--- config.mk ---
export PLATFORM = sky130hd
export DESIGN_NAME = core_stage_sequencer_flat
export DESIGN_NICKNAME = d
export VERILOG_FILES = /design/src/rtl/core_stage_sequencer_if.sv /design/src/rtl/core_stage_sequencer.sv /design/src/flat_wrapper.sv
export SDC_FILE = /design/constraint.sdc
export NUM_CORES = 1
export LEC_CHECK = 0
export CORE_MARGIN = 2
export CORE_UTILIZATION = 40
export CTS_CLUSTER_DIAMETER = 50
export CTS_CLUSTER_SIZE = 8
export DETAILED_ROUTE_END_ITERATION = 10
export MAX_ROUTING_LAYER = met4
export PLACE_DENSITY_LB_ADDON = 0.25
export SYNTH_ARGS = -nofsm -noshare
export SYNTH_HDL_FRONTEND = slang
export SYNTH_SLANG_ARGS = --single-unit
--- constraint.sdc ---
create_clock -name clk -period 3.9 [get_ports clk]
set_clock_uncertainty 0.05 [all_clocks]
set_input_delay 0.78 -clock clk [delete_from_list [all_inputs] [get_ports clk]]
set_output_delay 0.78 -clock clk [all_outputs]
set_load 0.05 [all_outputs]
--- src/rtl/core_stage_sequencer_if.sv ---
// Handshake bundle between the stage sequencer and the rest of the core.
// The master side is the datapath/memory/interrupt logic; the slave side is the sequencer.
interface core_stage_sequencer_if #(
  parameter int NUM_IRQ = 4
);
  localparam int IRQ_W = (NUM_IRQ > 1) ? $clog2(NUM_IRQ) : 1;

  logic               skip_read;
  logic               has_mem;
  logic               is_store;
  logic               op_fault;
  logic               mem_addr_fault;
  logic               mem_acc_fault;
  logic               mem_ready;
  logic [NUM_IRQ-1:0] irq_pending;
  logic               sw_irq;
  logic               halt_req;

  logic [6:0]         stage_active;
  logic [1:0]         control_op;
  logic [2:0]         fault_num;
  logic [IRQ_W-1:0]   irq_id;
  logic               retire;
  logic               halted;
  logic               locked;

  modport master (
    output skip_read, has_mem, is_store, op_fault, mem_addr_fault, mem_acc_fault,
           mem_ready, irq_pending, sw_irq, halt_req,
    input  stage_active, control_op, fault_num, irq_id, retire, halted, locked
  );

  modport slave (
    input  skip_read, has_mem, is_store, op_fault, mem_addr_fault, mem_acc_fault,
           mem_ready, irq_pending, sw_irq, halt_req,
    output stage_active, control_op, fault_num, irq_id, retire, halted, locked
  );
endinterface

--- src/rtl/core_stage_sequencer.sv ---
// Multi-cycle RV32 stage sequencer: one-hot stage strobes, memory wait states with
// timeout, prioritised interrupts, debug halt and double-fault lockup.
module core_stage_sequencer #(
  parameter int NUM_IRQ  = 4,
  parameter int MAX_WAIT = 15
) (
  input logic                   clk,
  input logic                   reset,
  core_stage_sequencer_if.slave seq
);
  localparam int IRQ_W  = (NUM_IRQ > 1) ? $clog2(NUM_IRQ) : 1;
  localparam int WAIT_W = $clog2(MAX_WAIT + 1);

  typedef enum logic [3:0] {
    S_FETCH,
    S_DECODE,
    S_READ,
    S_EXECUTE,
    S_MEMORY,
    S_WRITE_BACK,
    S_UPDATE_PC,
    S_HALT,
    S_LOCKUP
  } state_t;

  state_t            state;
  state_t            next_state;
  logic [WAIT_W-1:0] wait_cnt;
  logic              mem_stage;
  logic              stage_live;
  logic              timeout;
  logic              addr_hit;
  logic              acc_hit;
  logic              fault_hit;
  logic              stalled;
  logic [2:0]        fault_code;
  logic [IRQ_W-1:0]  irq_low;
  logic              irq_any;

  function automatic logic [6:0] stage_onehot(input state_t s);
    case (s)
      S_FETCH:      return 7'b0000001;
      S_DECODE:     return 7'b0000010;
      S_READ:       return 7'b0000100;
      S_EXECUTE:    return 7'b0001000;
      S_MEMORY:     return 7'b0010000;
      S_WRITE_BACK: return 7'b0100000;
      S_UPDATE_PC:  return 7'b1000000;
      default:      return 7'b0000000;
    endcase
  endfunction

  // Fault detection: memory faults only count in FETCH/MEMORY, and a stall that has
  // already used up MAX_WAIT cycles is promoted to an access fault.
  always_comb begin
    mem_stage  = (state == S_FETCH) || (state == S_MEMORY);
    stage_live = (state != S_HALT) && (state != S_LOCKUP);
    timeout    = mem_stage && !seq.mem_ready && (wait_cnt == WAIT_W'(MAX_WAIT));
    addr_hit   = mem_stage && seq.mem_addr_fault;
    acc_hit    = mem_stage && (seq.mem_acc_fault || timeout);
    fault_hit  = addr_hit || acc_hit || (stage_live && seq.op_fault);
    stalled    = mem_stage && !seq.mem_ready && !fault_hit;
    if (addr_hit)
      fault_code = (state == S_FETCH) ? 3'd0 : (seq.is_store ? 3'd6 : 3'd4);
    else if (acc_hit)
      fault_code = (state == S_FETCH) ? 3'd1 : (seq.is_store ? 3'd7 : 3'd5);
    else
      fault_code = 3'd2;
  end

  always_comb begin
    irq_low = '0;
    for (int i = NUM_IRQ - 1; i >= 0; i--)
      if (seq.irq_pending[i]) irq_low = IRQ_W'(i);
    irq_any = |seq.irq_pending;
  end

  // Trap and interrupt sequences re-enter at DECODE so the core can inject its ECALL.
  always_comb begin
    next_state = state;
    case (state)
      S_FETCH:      next_state = seq.mem_ready ? S_DECODE : S_FETCH;
      S_DECODE:     next_state = seq.skip_read ? S_EXECUTE : S_READ;
      S_READ:       next_state = S_EXECUTE;
      S_EXECUTE:    next_state = seq.has_mem ? S_MEMORY : S_WRITE_BACK;
      S_MEMORY:     next_state = seq.mem_ready ? S_WRITE_BACK : S_MEMORY;
      S_WRITE_BACK: next_state = S_UPDATE_PC;
      S_UPDATE_PC: begin
        if (seq.halt_req)               next_state = S_HALT;
        else if (irq_any || seq.sw_irq) next_state = S_DECODE;
        else                            next_state = S_FETCH;
      end
      S_HALT:       next_state = seq.halt_req ? S_HALT : S_FETCH;
      S_LOCKUP:     next_state = S_LOCKUP;
      default:      next_state = S_FETCH;
    endcase
    if (fault_hit)
      next_state = (seq.control_op == 2'b11) ? S_DECODE : S_LOCKUP;
  end

  always_ff @(posedge clk or posedge reset) begin
    if (reset) begin
      state            <= S_FETCH;
      wait_cnt         <= '0;
      seq.stage_active <= 7'b0000001;
      seq.control_op   <= 2'b11;
      seq.fault_num    <= 3'd0;
      seq.irq_id       <= '0;
      seq.retire       <= 1'b0;
      seq.halted       <= 1'b0;
      seq.locked       <= 1'b0;
    end else begin
      state            <= next_state;
      wait_cnt         <= stalled ? wait_cnt + WAIT_W'(1) : '0;
      seq.stage_active <= stage_onehot(next_state);
      seq.halted       <= (next_state == S_HALT);
      seq.locked       <= (next_state == S_LOCKUP);
      seq.retire       <= (state == S_UPDATE_PC) && !fault_hit && (seq.control_op == 2'b11);
      if (fault_hit) begin
        if (seq.control_op == 2'b11) begin
          seq.control_op <= 2'b00;
          seq.fault_num  <= fault_code;
        end
      end else if (state == S_UPDATE_PC) begin
        if (!seq.halt_req && irq_any) begin
          seq.control_op <= 2'b01;
          seq.irq_id     <= irq_low;
        end else if (!seq.halt_req && seq.sw_irq) begin
          seq.control_op <= 2'b10;
        end else begin
          seq.control_op <= 2'b11;
        end
      end
    end
  end
endmodule

--- src/flat_wrapper.sv ---
// flat-port wrapper written by rule: the top's interface ports become plain ports
module core_stage_sequencer_flat 
#(
  parameter int NUM_IRQ  = 4,
  parameter int MAX_WAIT = 15
)
  (clk, reset, seq_skip_read, seq_has_mem, seq_is_store, seq_op_fault, seq_mem_addr_fault, seq_mem_acc_fault, seq_mem_ready, seq_irq_pending, seq_sw_irq, seq_halt_req, seq_stage_active, seq_control_op, seq_fault_num, seq_irq_id, seq_retire, seq_halted, seq_locked);
  core_stage_sequencer_if #(.NUM_IRQ(NUM_IRQ)) seq_i ();
  input logic clk;
  input logic reset;
  input wire logic [$bits(seq_i.skip_read)-1:0] seq_skip_read;
  input wire logic [$bits(seq_i.has_mem)-1:0] seq_has_mem;
  input wire logic [$bits(seq_i.is_store)-1:0] seq_is_store;
  input wire logic [$bits(seq_i.op_fault)-1:0] seq_op_fault;
  input wire logic [$bits(seq_i.mem_addr_fault)-1:0] seq_mem_addr_fault;
  input wire logic [$bits(seq_i.mem_acc_fault)-1:0] seq_mem_acc_fault;
  input wire logic [$bits(seq_i.mem_ready)-1:0] seq_mem_ready;
  input wire logic [$bits(seq_i.irq_pending)-1:0] seq_irq_pending;
  input wire logic [$bits(seq_i.sw_irq)-1:0] seq_sw_irq;
  input wire logic [$bits(seq_i.halt_req)-1:0] seq_halt_req;
  output wire logic [$bits(seq_i.stage_active)-1:0] seq_stage_active;
  output wire logic [$bits(seq_i.control_op)-1:0] seq_control_op;
  output wire logic [$bits(seq_i.fault_num)-1:0] seq_fault_num;
  output wire logic [$bits(seq_i.irq_id)-1:0] seq_irq_id;
  output wire logic [$bits(seq_i.retire)-1:0] seq_retire;
  output wire logic [$bits(seq_i.halted)-1:0] seq_halted;
  output wire logic [$bits(seq_i.locked)-1:0] seq_locked;
  assign seq_i.skip_read = seq_skip_read;
  assign seq_i.has_mem = seq_has_mem;
  assign seq_i.is_store = seq_is_store;
  assign seq_i.op_fault = seq_op_fault;
  assign seq_i.mem_addr_fault = seq_mem_addr_fault;
  assign seq_i.mem_acc_fault = seq_mem_acc_fault;
  assign seq_i.mem_ready = seq_mem_ready;
  assign seq_i.irq_pending = seq_irq_pending;
  assign seq_i.sw_irq = seq_sw_irq;
  assign seq_i.halt_req = seq_halt_req;
  assign seq_stage_active = seq_i.stage_active;
  assign seq_control_op = seq_i.control_op;
  assign seq_fault_num = seq_i.fault_num;
  assign seq_irq_id = seq_i.irq_id;
  assign seq_retire = seq_i.retire;
  assign seq_halted = seq_i.halted;
  assign seq_locked = seq_i.locked;
  core_stage_sequencer #(.NUM_IRQ(NUM_IRQ), .MAX_WAIT(MAX_WAIT)) u_core (.clk(clk), .reset(reset), .seq(seq_i));
endmodule
==> Flow_metrics.wiki, run 1 <==
{| class="wikitable"
! Metric !! Value
|-
| Depth of the most critical reg-to-reg path || 5
|-
| Unrepaired setup endpoints after global routing || no
|-
| Clock root buffer || clkbuf_4
|-
| Setup total negative slack || 0 ns
|-
| Net count reported at finish || 172
|-
| Number of buffers added to fix hold violations after cts || 0
|-
| Power per standard cell area || 429 nW/um^2
|-
| Final Hold Violating Endpoints || 0
|-
| Die Height || 59.8 um
|-
| Number of port buffers || 31
|-
| Antenna violation net count after detailed routing || 0
|-
| Wire length of the first global-routing pass || 4230 um
|-
| Number of antenna violations at the first check in global routing || 0
|-
| Startpoint types || input port
|-
| TritonCTS clock tree || yes
|-
| Worst-path fanout max || 3
|-
| Average cell area after synthesis || 10.0 um^2
|-
| Internal reg-to-reg setup slack || 1.69 ns
|-
| Most common library cell in the layout ignoring fill and taps || clkdlybuf4s50_1
|-
| Via/cell ratio || 5.41
|-
| Critical Path Start || seq_irq_pending[1]
|-
| Minimum clock period after layout || 2.53 ns
|-
| Starting density of the core || 0.415
|-
| Endpoint class of the critical path || flip-flop
|-
| Global placer's final weighted congestion || 0.810
|-
| Maximum number of pins on one net before global-route repair || 26
|-
| Fin util || 0.534
|-
| Number of global-route vias before repair || 983
|-
| Slew Limit Fails || 0
|-
| All-layer global routing usage || 0.162
|-
| Number of remaining DRC errors || 0
|-
| Worst vdd rail ir drop || 0.000181 V
|-
| Launch point of the worst reg-to-reg path || u_core.state[0]
|-
| Clk slew on worst S/H paths || 0.13 ns
|-
| Static power due to leakage || 0.663 nW
|-
| Worst Setup Path Type || in -> reg
|-
| Warnings from Yosys || 0
|-
| Count of non-filler cells in the finished layout || 188
|-
| Net count of the mapped netlist || 140
|-
| Post-synthesis instance area || 1240 um^2
|-
| Sequential fraction of the synthesis area || 0.506
|-
| Clock net sink count || 25
|-
| Share of the clock period used by the worst path || 0.648
|-
| Layout Area Growth over Synthesis || 28.8%
|-
| Worst EP required || 4.10 ns
|-
| Core Area || 3000 um^2
|-
| Worst slew margin relative to its limit || 0.385
|-
| Number of unique standard cell types used by synthesis || 44
|-
| Worst R2R End || u_core.seq.stage_active[1]
|-
| Dpl cells || 184
|-
| Pre-Repair DR Iteration Count || 4
|-
| Yosys reg bits || 25
|-
| Row cnt || 20
|-
| Most used cells in the layout excluding fill and tap cells || clkdlybuf4s50_1 (31), dfrtp_1 (22), nor2_1 (16)
|-
| Number of inserted filler cells in the final layout || 285
|-
| Measured slew at the worst slew-check pin || 0.921 ns
|-
| Result of the run || complete, no violations
|-
| Fraction of layout instances using a drive strength above 1 || 0.129
|-
| Final setup violation count || 0
|-
| Top-level port count || 32
|-
| Achievable Freq || 396 MHz
|-
| Num CTS Buffers || 3
|-
| Detailed placer's ending HPWL || 1910 um
|-
| Worst-skew pair later-pin latency || 0.32 ns
|-
| Die X-Extent || 59.8 um
|-
| Depth of the CTS H-tree || 1
|-
| Synthesized instance count || 124
|-
| Tightest Hold Check Type || reg -> reg
|-
| Post-CTS sizing || 0
|-
| Post CTS Setup Buffer Count || 0
|-
| Data arrival time of the critical path || 2.73 ns
|-
| CP endpoint || u_core.seq.stage_active[0]
|-
| Total number of vias || 1,018
|-
| Maximum clock insertion buffer count || 2
|-
| Die Area || 3570 um^2
|-
| Final routed wirelength across all metal layers || 2510 um
|-
| Wire length per cell || 13.4 um
|-
| Sum of overflow across all layers after global routing || 0
|-
| Inserted Diodes || 0
|-
| Max_cap viols || 0
|-
| First DRT Iteration DRCs || 25
|}
[Yosys cell counts]
library cell  instances  area (um^2)
a211oi_1              5         37.5
a21oi_1               5         25.0
a221o_1               1         10.0
a221oi_4              1         26.3
a22o_1                1         8.76
a2bb2oi_1             1         8.76
a311oi_1              3         26.3
and2_1                1         6.26
and2_4                1         8.76
and3_1                3         18.8
buf_2                 4         20.0
dfrtp_1              22          551
dfstp_2               3         78.8
ha_1                  1         12.5
inv_1                 7         26.3
inv_2                 1         3.75
nand2_1              13         48.8
nand2b_2              1         8.76
nand3_1               1         5.00
nand3b_1              1         7.51
nand4b_1              1         8.76
nor2_1               16         60.1
nor2b_1               3         18.8
nor3_1                2         10.0
nor3_2                1         10.0
nor4_1                2         12.5
o2111ai_1             1         8.76
o211a_2               1         10.0
o211ai_1              1         7.51
o21a_1                2         15.0
o21ai_0               5         25.0
o21ai_2               1         8.76
o21bai_2              1         11.3
o221a_2               1         11.3
o31a_1                1         8.76
o41ai_1               1         8.76
or2_2                 1         6.26
or3_1                 1         6.26
or3b_2                1         8.76
or4_1                 1         7.51
or4_4                 1         11.3
or4b_4                1         13.8
xnor2_1               1         8.76
xor2_1                1         8.76
[cell type report]
cell class                 instances  area, um^2  area share
sequential                        25         629       0.392
clock inverter                     1        5.00     0.00312
clock buffer                       3        22.5      0.0140
tap                               33        41.3      0.0257
multi-input combinational         87         566       0.353
timing repair buffer              31         310       0.193
inverter                           8        30.0      0.0187
[routing by layer]
layer  up-vias  wire length [um]  GRT usage
met5         -                 0          -
met4         0                50     0.0762
met3         5               103     0.0281
met2        28              1210      0.255
met1       476              1150      0.202
li1        509                 -          -
[state kept, by name (all words and copies together) (netlist names)]
name                     count
u_core.seq.control_op        2
u_core.seq.fault_num         3
u_core.seq.halted            1
u_core.seq.irq_id            2
u_core.seq.locked            1
u_core.seq.retire            1
u_core.seq.stage_active      7
u_core.state                 4
u_core.wait_cnt              4
[worst max-delay path, cell delays in order]
cell and delay [ns]:
clkdlybuf4s50_1 0.45, or4_4 0.57, nor3_2 0.11, nor3_1 0.09
or3b_2 0.48, a211oi_1 0.24
[through the flow]
stage	setup slack (ns)	hold slack (ns)	power [mW]	instance area (um^2)
detailed placement	1.03	0.411	0.580	1580
global placement	1.06	0.394	0.574	1580
finish	1.37	0.433	0.688	1600
CTS	1.36	0.429	0.697	1600
floorplan	1.59	0.383	0.510	1240
global route	1.28	0.468	0.732	1600
[cell families (layout without fill, tap and decap cells)]
logic type	count (synthesis)	in the layout	synth area share
simple gates	52	52	0.223
compound gates	32	32	0.207
flops	25	25	0.506
buf+inv	12	43	0.0402
xor+xnor	2	2	0.0141
fa+ha+maj	1	1	0.0100
[worst min path at each step]
| stage | start | end | slack, ns | cells past startpoint |
|---|---|---|---|---|
| global route | u_core.wait_cnt[0] | u_core.wait_cnt[0] | 0.47 | 1 |
| CTS | u_core.wait_cnt[0] | u_core.wait_cnt[0] | 0.43 | 1 |
| global placement | u_core.wait_cnt[0] | u_core.wait_cnt[0] | 0.39 | 1 |
| finish | u_core.wait_cnt[0] | u_core.wait_cnt[0] | 0.43 | 1 |
| floorplan | u_core.wait_cnt[0] | u_core.wait_cnt[0] | 0.38 | 1 |
| detailed placement | u_core.wait_cnt[0] | u_core.wait_cnt[0] | 0.41 | 1 |
[report_power, final]
group	switching (mW)	total, mW	internal [mW]
combinational	0.148	0.259	0.111
clock	0.0767	0.115	0.0385
sequential	0.0287	0.313	0.285
total	0.254	0.688	0.434
(Power assumes the default switching activity.)
==> inputs of run 2 (changes only) <==
==> constraint.sdc (replaced) <==
create_clock -name clk -period 2.5 [get_ports clk]
set_clock_uncertainty 0.05 [all_clocks]
set_input_delay 0.5 -clock clk [delete_from_list [all_inputs] [get_ports clk]]
set_output_delay 0.5 -clock clk [all_outputs]
set_load 0.05 [all_outputs]
==> Flow_metrics.wiki, run 2 (synthesis results as in run 1) <==
{| class="wikitable"
! Metric !! Value
|-
| Result of the run || complete, no violations
|-
| Static power due to leakage || 0.720 nW
|-
| Slew Limit Fails || 0
|-
| First DRT Iteration DRCs || 9
|-
| Data arrival time of the critical path || 1.69 ns
|-
| Die X-Extent || 59.8 um
|-
| Measured slew at the worst slew-check pin || 0.504 ns
|-
| Maximum number of pins on one net before global-route repair || 26
|-
| Number of inserted filler cells in the final layout || 286
|-
| Total number of vias || 1,079
|-
| Worst Setup Path Type || reg -> out
|-
| Global placer's final weighted congestion || 0.866
|-
| Depth of the most critical reg-to-reg path || 5
|-
| Power per standard cell area || 655 nW/um^2
|-
| Antenna violation net count after detailed routing || 0
|-
| Top-level port count || 32
|-
| Number of antenna violations at the first check in global routing || 0
|-
| Share of the clock period used by the worst path || 0.895
|-
| Depth of the CTS H-tree || 1
|-
| Starting density of the core || 0.415
|-
| Worst R2R End || u_core.seq.stage_active[3]
|-
| Achievable Freq || 447 MHz
|-
| Worst slew margin relative to its limit || 0.663
|-
| Worst-path fanout max || 3
|-
| Worst EP required || 1.95 ns
|-
| Final setup violation count || 0
|-
| Clock net sink count || 25
|-
| Max_cap viols || 0
|-
| Unrepaired setup endpoints after global routing || no
|-
| Die Area || 3570 um^2
|-
| Die Height || 59.8 um
|-
| Endpoint class of the critical path || output pin
|-
| Startpoint types || flip-flop
|-
| List of cells traversed by the critical path || clkdlybuf4s50_1
|-
| Wire length per cell || 14.1 um
|-
| Top flop regs || u_core.seq.stage_active x7, u_core.state x4, u_core.wait_cnt x4
|-
| CP delay by family, top || buffers and inverters
|-
| Min-Delay Endpoint || u_core.wait_cnt[0]
|-
| Cell area reported after detailed placement || 1670 um^2
|-
| Net count reported at finish || 184
|-
| Detailed placer's ending HPWL || 2160 um
|-
| Tightest Hold Check Type || reg -> reg
|-
| Total design power || 1.11 mW
|-
| Clk slew on worst S/H paths || 0.13 ns
|-
| Fraction of layout instances using a drive strength above 1 || 0.186
|-
| Cell with the biggest individual delay on the critical path || clkdlybuf4s50_1
|-
| Number of global-route vias before repair || 1,026
|-
| Launch point of the worst reg-to-reg path || u_core.state[1]
|-
| All-layer global routing usage || 0.177
|-
| Maximum clock insertion buffer count || 2
|-
| Minimum clock period after layout || 2.24 ns
|-
| Setup total negative slack || 0 ns
|-
| Row cnt || 20
|-
| Number of flip-flops in the largest register || 7
|-
| Delay of the slowest cell on the worst path || 0.81 ns
|-
| Post CTS Setup Buffer Count || 0
|-
| Pre-Repair DR Iteration Count || 4
|-
| TritonCTS clock tree || yes
|-
| Number of cells on the worst hold path || 1
|-
| Worst Hold Slack || 0.420 ns
|-
| Wire length of the first global-routing pass || 4640 um
|-
| Clock root buffer || clkbuf_4
|-
| Via/cell ratio || 5.40
|-
| Number of port buffers || 31
|-
| Largest register by flop count || u_core.seq.stage_active
|-
| Final setup margin || 0.261 ns
|-
| Worst slack at placement || -0.0389 ns
|-
| Buf+Inv Stages, Crit Path || 1
|-
| Internal reg-to-reg setup slack || 0.36 ns
|-
| Final Hold Violating Endpoints || 0
|-
| Number of buffers added to fix hold violations after cts || 0
|-
| Inserted Diodes || 0
|-
| Most common library cell in the layout ignoring fill and taps || clkdlybuf4s50_1
|-
| Num CTS Buffers || 3
|-
| Worst-skew pair later-pin latency || 0.31 ns
|-
| Final routed wirelength across all metal layers || 2820 um
|-
| Core Area || 3000 um^2
|-
| Final Instance Area || 1690 um^2
|-
| Layout Area Growth over Synthesis || 36.0%
|-
| Most used cells in the layout excluding fill and tap cells || clkdlybuf4s50_1 (31), dfrtp_1 (22), nor2_1 (16)
|-
| Sum of overflow across all layers after global routing || 0
|-
| Origin of the worst min-delay path || u_core.wait_cnt[0]
|-
| Worst vdd rail ir drop || 0.000327 V
|-
| Post-CTS sizing || 0
|-
| Number of remaining DRC errors || 0
|}
run 2: metrics by stage:
stage / cells / utilization
4_1_cts: 200 / 0.564
6_report: 200 / 0.564
2_1_floorplan: 124 / -
3_3_place_gp: 196 / 0.555
3_5_place_dp: 196 / 0.555
5_1_grt: 200 / 0.564
run 2: area by class of cell:
class | instances | area, um^2 | area share
Timing Repair Buffer | 43 | 400 | 0.237
Clock buffer | 4 | 26.3 | 0.0155
Tap cell | 33 | 41.3 | 0.0244
Sequential cell | 25 | 629 | 0.372
Inverter | 8 | 30.0 | 0.0177
Multi-Input combinational cell | 87 | 566 | 0.334
run 2: worst reg2reg max path, stage by stage, from the launching register on:
cell      delay [ns]
dfrtp_1         0.49
or4b_4          0.61
and2_4          0.20
a221oi_4        0.33
o21ai_2         0.12
a211oi_1        0.26
run 2: worst max path at each step:
stage	startpoint	end	slack, ns	depth (start not counted)
after floorplan	seq_irq_pending[1]	u_core.seq.stage_active[0]	0.47	5
after global placement	seq_irq_pending[1]	u_core.seq.stage_active[0]	0.008	6
after detailed placement	seq_irq_pending[1]	u_core.seq.stage_active[0]	-0.04	6
after CTS	u_core.seq.control_op[0]	seq_control_op[0]	0.25	1
after global routing	u_core.seq.control_op[0]	seq_control_op[0]	0.21	1
final	u_core.seq.control_op[0]	seq_control_op[0]	0.26	1
run 2: report_power, final:
part           leakage [nW]  switching, mW  internal (mW)  total (mW)
Clock                0.0150          0.116         0.0624       0.178
Sequential            0.327         0.0169          0.445       0.462
Combinational         0.378          0.277          0.192       0.469
Total                 0.720          0.409          0.699        1.11
run 2: layer usage:
layer	track usage	vias to the layer above	wire length, um
li1	-	531	-
met3	0.0281	4	111
met2	0.314	28	1460
met5	-	-	0
met1	0.203	516	1220
met4	0.0571	0	31
==> inputs of run 3 (changes only) <==
--- a/config.mk
+++ b/config.mk
@@ -15,3 +15,4 @@
 export SYNTH_ARGS = -nofsm -noshare
 export SYNTH_HDL_FRONTEND = slang
 export SYNTH_SLANG_ARGS = --single-unit
+export TNS_END_PERCENT = 10
==> results of run 3 <==
Final layout, timing and power as in run 2 (identical DEF).
